[config.mk]
export PLATFORM = sky130hd
export DESIGN_NAME = bike_decoder_loop_ctrl
export DESIGN_NICKNAME = d
export VERILOG_FILES = /design/src/rtl/bike_loop_pkg.sv /design/src/rtl/bike_countdown_ld.sv /design/src/rtl/bike_decoder_loop_ctrl.sv
export SDC_FILE = /design/constraint.sdc
export NUM_CORES = 1
export LEC_CHECK = 0
export CELL_PAD_IN_SITES_DETAIL_PLACEMENT = 1
export CELL_PAD_IN_SITES_GLOBAL_PLACEMENT = 2
export CORE_UTILIZATION = 24
export DETAILED_ROUTE_END_ITERATION = 8
export HOLD_SLACK_MARGIN = 0.08
export PLACE_DENSITY = 0.71
export REMOVE_ABC_BUFFERS = 1
export SYNTH_ARGS = -nofsm -noshare
export SYNTH_HDL_FRONTEND = slang
export SYNTH_SLANG_ARGS = --single-unit
[constraint.sdc]
create_clock -name clk -period 1.57 [get_ports clk]
set_clock_uncertainty 0.2 [all_clocks]
set_input_delay 0.314 -clock clk [delete_from_list [all_inputs] [get_ports clk]]
set_output_delay 0.314 -clock clk [all_outputs]
set_load 0.005 [all_outputs]
[src/rtl/bike_loop_pkg.sv]
// Shared types and helpers for the BIKE decoder loop controller.
// Provides the loop FSM state encoding and an index-width helper.
package bike_loop_pkg;

   typedef enum logic [1:0] {
      IDLE = 2'd0,
      RUN  = 2'd1,
      DONE = 2'd2
   } loop_state_t;

   // Bits needed to hold n-1, never less than one.
   function automatic int clog2_min1(input int n);
      int w;
      w = $clog2(n);
      return (w < 1) ? 1 : w;
   endfunction

endpackage

[src/rtl/bike_countdown_ld.sv]
// Loadable down-counter for the inner block index of the BIKE loop.
// Ports: clk, resetn (sync, active-low), load, en -> cnt, is_zero.
module bike_countdown_ld #(
   parameter int BLOCKS = 12,
   parameter int BLK_W  = 4
) (
   input  logic             clk,
   input  logic             resetn,
   input  logic             load,
   input  logic             en,
   output logic [BLK_W-1:0] cnt,
   output logic             is_zero
);

   localparam logic [BLK_W-1:0] TOP = BLK_W'(BLOCKS - 1);
   localparam logic [BLK_W-1:0] ONE = BLK_W'(1);

   logic [BLK_W-1:0] cnt_q;
   logic [BLK_W-1:0] cnt_d;

   assign is_zero = (cnt_q == '0);
   assign cnt     = cnt_q;

   // Load beats enable; an enabled count at zero wraps to the top.
   always_comb begin
      cnt_d = cnt_q;
      if (load) begin
         cnt_d = TOP;
      end else if (en) begin
         cnt_d = is_zero ? TOP : (cnt_q - ONE);
      end
   end

   always_ff @(posedge clk) begin
      if (!resetn) begin
         cnt_q <= TOP;
      end else begin
         cnt_q <= cnt_d;
      end
   end

endmodule

[src/rtl/bike_decoder_loop_ctrl.sv]
// BIKE decoder loop sequencer: outer iteration count, inner block countdown.
// Ports: clk, resetn, start, abort, step_ready -> step_valid, iter_idx,
//   blk_idx, first_blk, last_blk, busy, done.
// Optional BIKE_LOOP_CTRL_EARLY_EXIT_EN adds syndrome_zero in, early_exit out.
module bike_decoder_loop_ctrl
   import bike_loop_pkg::*;
#(
   parameter int ITER_MAX = 5,
   parameter int BLOCKS   = 12,
   parameter int ITER_W   = clog2_min1(ITER_MAX),
   parameter int BLK_W    = clog2_min1(BLOCKS)
) (
   input  logic              clk,
   input  logic              resetn,
   input  logic              start,
   input  logic              abort,
   input  logic              step_ready,
`ifdef BIKE_LOOP_CTRL_EARLY_EXIT_EN
   input  logic              syndrome_zero,
   output logic              early_exit,
`endif
   output logic              step_valid,
   output logic [ITER_W-1:0] iter_idx,
   output logic [BLK_W-1:0]  blk_idx,
   output logic              first_blk,
   output logic              last_blk,
   output logic              busy,
   output logic              done
);

   localparam logic [ITER_W-1:0] ITER_LAST = ITER_W'(ITER_MAX - 1);
   localparam logic [ITER_W-1:0] ITER_ONE  = ITER_W'(1);
   localparam logic [BLK_W-1:0]  BLK_TOP   = BLK_W'(BLOCKS - 1);

   loop_state_t       state_q, state_d;
   logic [ITER_W-1:0] iter_q, iter_d;
   logic              blk_zero;
   logic              xfer;
   logic              blk_load;
   logic              blk_en;
   logic              exit_now;
   logic              early_now;

   assign step_valid = (state_q == RUN);
   assign xfer       = step_valid & step_ready;
   assign busy       = (state_q != IDLE);
   assign iter_idx   = iter_q;
   assign first_blk  = step_valid & (blk_idx == BLK_TOP);
   assign last_blk   = step_valid & blk_zero;

   // Counter only moves on an un-aborted transfer; elsewhere held at top.
   assign blk_load = abort | (state_q != RUN);
   assign blk_en   = xfer & ~abort;

   bike_countdown_ld #(
      .BLOCKS (BLOCKS),
      .BLK_W  (BLK_W)
   ) u_blk (
      .clk     (clk),
      .resetn  (resetn),
      .load    (blk_load),
      .en      (blk_en),
      .cnt     (blk_idx),
      .is_zero (blk_zero)
   );

`ifdef BIKE_LOOP_CTRL_EARLY_EXIT_EN
   logic early_q, early_d;
   // Only an exit before the final iteration counts as early.
   assign early_now = syndrome_zero & (iter_q != ITER_LAST);
   assign exit_now  = syndrome_zero | (iter_q == ITER_LAST);
`else
   assign early_now = 1'b0;
   assign exit_now  = (iter_q == ITER_LAST);
`endif

   always_comb begin
      state_d = state_q;
      iter_d  = iter_q;
      unique case (state_q)
         IDLE: begin
            iter_d = '0;
            if (start && !abort) begin
               state_d = RUN;
            end
         end
         RUN: begin
            if (abort) begin
               state_d = IDLE;
               iter_d  = '0;
            end else if (xfer && blk_zero) begin
               if (exit_now) begin
                  state_d = DONE;
               end else begin
                  iter_d = iter_q + ITER_ONE;
               end
            end
         end
         DONE: begin
            state_d = IDLE;
            iter_d  = '0;
         end
         default: begin
            state_d = IDLE;
            iter_d  = '0;
         end
      endcase
   end

   // An abort landing on the DONE cycle suppresses the pulse.
   assign done = (state_q == DONE) & ~abort;

`ifdef BIKE_LOOP_CTRL_EARLY_EXIT_EN
   always_comb begin
      early_d = 1'b0;
      if (state_q == RUN && !abort && xfer && blk_zero) begin
         early_d = early_now;
      end
   end

   always_ff @(posedge clk) begin
      if (!resetn) begin
         early_q <= 1'b0;
      end else begin
         early_q <= early_d;
      end
   end

   assign early_exit = done & early_q;
`else
   logic unused_early;
   assign unused_early = early_now;
`endif

   always_ff @(posedge clk) begin
      if (!resetn) begin
         state_q <= IDLE;
         iter_q  <= '0;
      end else begin
         state_q <= state_d;
         iter_q  <= iter_d;
      end
   end

endmodule

==> impl_results.md <==
- Endpoints failing setup: 3
- Crit-path cells: inv_2, ha_4, nor3b_4, and2_1, buf_2
- CP Launch Point: u_blk.cnt[1]
- CP delay by family, top: flip-flops
- Post-DR vias/cell: 4.562
- Mean Syn Cell Area: 9.607 sq um
- Worst-Margin Slew: 296.5 ps
- Worst EP arrival: 1180 ps
- Global-route usage over all layers: 13.02%
- Buf+Inv Stages, Crit Path: 2
- Synth area leader: dfxtp_1
- Path type of the worst min-delay path: reg -> reg
- Die width: 50.60 um
- Area delta synth->final: 73.95%
- Via count: 593
- Reg2Reg Depth: 6
- WS Path Type: reg -> out
- CP max stage delay: 320 ps
- Peak VDD IR: 0.3769 mV
- Critical Path End: last_blk
- #FFs+latches synth: 9
- Core Rows: 17
- Max-Cap Viols: 0
- Cells after Synth: 59
- CORE AREA: 0.002212 sq mm
- Die H: 50.60 um
- Failing checks: negative setup slack
- Power Total: 0.0005069 W
- Avg WL per Cell: 12.07 um
- Finished Cell Area: 985.9 sq um
- Final HPWL DP: 1137 um
- CTS Buffer Depth: 2
- Pwr/cell area: 514.1 mW/mm^2
- Leakage: 0.4515 nW
- RSZ-0062 raised after global routing: yes
- WHS Path Cells: 3
- Placed Area: 870.8 sq um
- Gr ovfl total: 0
- DRC viols: 0
- Post-layout net count: 113
- Vias in the first global route: 566
- Root Driver: clkbuf_4
- Reg-to-reg slack, setup: 50 ps
- IO Port Bufs: 16
- Slew margin rel.: 80.23%
- Final min period: 1698 ps
- Ports: 17
- # clock sinks: 9
- Ant diodes: 0
- CTS buffer count: 3
- First-pass GRT wire length: 2559 um
- Final WL: 1569 um
- DRT iter0 DRCs: 11
- Top cells by area, synth: dfxtp_1 (32%), ha_1 (11%), nand2_1 (6.0%)
- Clock Latency Late Sink: 260 ps
- Mapped Area: 566.8 sq um
- Setup ws final: -127.6 ps
- Final hold vios: 0
- TritonCTS clock tree: built
- Top-area cell type share of the netlist area: 31.79%
- Synth cell types: 30
- Critical path required time: 1060 ps
- # H-tree levels: 1
- Initial core utilization: 25.62%
- Post-DRT Antenna Nets: 0
- YS warnings: 0
- Outcome: finished, violations left
- Hold WS: 387.8 ps
- Setup TNS: -255.7 ps
- Slew Viols, Final: 0
- Drt first pass iters: 3
- CP startpoint kind: flop
- Reg-to-Reg End: iter_idx[0]
- Crit Reg-Reg Startpoint: u_blk.cnt[1]
- CP max FO: 2
- Initial antenna violation count: 0
- Cell depth of the worst setup path: 5
- Pin count of the biggest net entering global routing: 9
- GP Congestion: 0.7116
- Period Utilization, post-route: 108.1%
- Full die area: 0.002560 sq mm
- Post-CTS Hold Fix Bufs: 0
- Crit end category: output pin
- Layout cells sized above 1: 51.96%
- Max frequency: 0.5891 GHz
- Critical-path top delay cell: dfxtp_2
- Seq/Total Area, Yosys: 31.79%
- Clk pin slew, worst setup/hold paths: 70 ps
[worst min path at each step]
stage | startpoint | slack, ps | endpoint
3_3_place_gp | iter_idx[1] | 290 | iter_idx[1]
4_1_cts | u_blk.cnt[3] | 390 | u_blk.cnt[3]
2_1_floorplan | step_ready | 230 | u_blk.cnt[0]
3_5_place_dp | iter_idx[0] | 290 | iter_idx[0]
5_1_grt | iter_idx[1] | 410 | iter_idx[1]
6_report | u_blk.cnt[3] | 390 | u_blk.cnt[3]
[metrics by stage]
step	instances	setup WS [ps]	util [%]
global placement	118	-368.2	39.37
floorplan	58	82.39	-
global route	130	-180.9	44.57
detailed placement	118	-462.6	39.37
finish	130	-127.6	44.57
CTS	128	-147.9	43.21
[cells in the mapped netlist, drive strengths merged]
| master | number |
|---|---|
| ha | 5 |
| nand2 | 9 |
| mux2i | 3 |
| a211oi | 1 |
| and2 | 1 |
| or2 | 1 |
| o211ai | 1 |
| and4 | 1 |
| a21oi | 2 |
| a211o | 1 |
| a41oi | 1 |
| buf | 1 |
| nand4bb | 1 |
| and3b | 1 |
| o21ai | 3 |
| nor4 | 1 |
| and4bb | 2 |
| nand3b | 1 |
| nor3b | 3 |
| inv | 5 |
| and4b | 1 |
| nor3 | 2 |
| and3 | 1 |
| nand3 | 1 |
| nor2b | 1 |
| dfxtp | 9 |
[area by class of cell]
type	instances	area [sq um]
flip-flops and latches	9	198.9
clock buffers	4	26.28
fillers	269	1226
repair buffers	40	325.3
multi-input cells	44	381.6
well taps	28	35.03
inverters	5	18.77
[repair_timing]
action / 4_1_cts / 5_1_grt
endpoints found under the hold margin: 0 / 0
endpoints found under the setup margin: 19 / 9
setup buffers: 6 / 4
gates resized for setup: 46 / 6
cloned: 0 / 0
pin swaps: 2 / 3
[cells by family (layout without fill, tap and decap cells)]
logic type               Yosys count  in the layout  share of synthesized area [%]
AO/OA/AOI/OAI                      9              9                          10.16
buffers and inverters              6             49                          5.298
multiplexers                       3              3                          5.298
AND/OR/NAND/NOR                   27             27                          36.43
adder cells (fa/ha/maj)            5              5                          11.04
flip-flops                         9              9                          31.79
[sequential cells by signal (all words and copies together), names as in the netlist]
name / flops
u_blk.cnt: 4
iter_idx: 3
state_q: 2
[metal layers]
| layer | vias to the layer above | GRT usage, % | wire length, um |
|---|---|---|---|
| li1 | 300 | - | - |
| met5 | - | 0 | 0 |
| met2 | 12 | 23.56 | 818 |
| met3 | 0 | 4.545 | 67 |
| met4 | 0 | 0 | 0 |
| met1 | 281 | 15.56 | 684 |
[power breakdown]
part / total [W] / switching (W) / leakage (nW) / internal (W)
logic: 0.0000955 / 0.0000347 / 0.361 / 0.0000608
registers: 0.000229 / 0.00000199 / 0.0753 / 0.000227
clock network: 0.000183 / 0.0000846 / 0.0150 / 0.0000980
[worst register-to-register path, delay by kind of cell (launching register included)]
| family | cells | cell delay (ps) |
|---|---|---|
| flops | 1 | 320 |
| fa+ha+maj | 1 | 120 |
| simple gates | 2 | 400 |
| mux | 1 | 170 |
| buf+inv | 2 | 230 |
[cells in the final DEF, fill, tap and decap left out, types with 2 or more instances in the layout]
| cell | n |
|---|---|
| clkdlybuf4s50_1 | 3 |
| a21oi_1 | 2 |
| ha_1 | 3 |
| nand2_1 | 9 |
| dfxtp_2 | 6 |
| dfxtp_4 | 3 |
| buf_6 | 4 |
| clkbuf_4 | 3 |
| buf_2 | 3 |
| inv_2 | 2 |
| buf_4 | 22 |
| inv_1 | 3 |
| mux2i_1 | 3 |
| o21ai_0 | 3 |
| dlygate4sd2_1 | 8 |
| nor3b_2 | 2 |
Note: power is estimated with default switching activity, not from simulation.
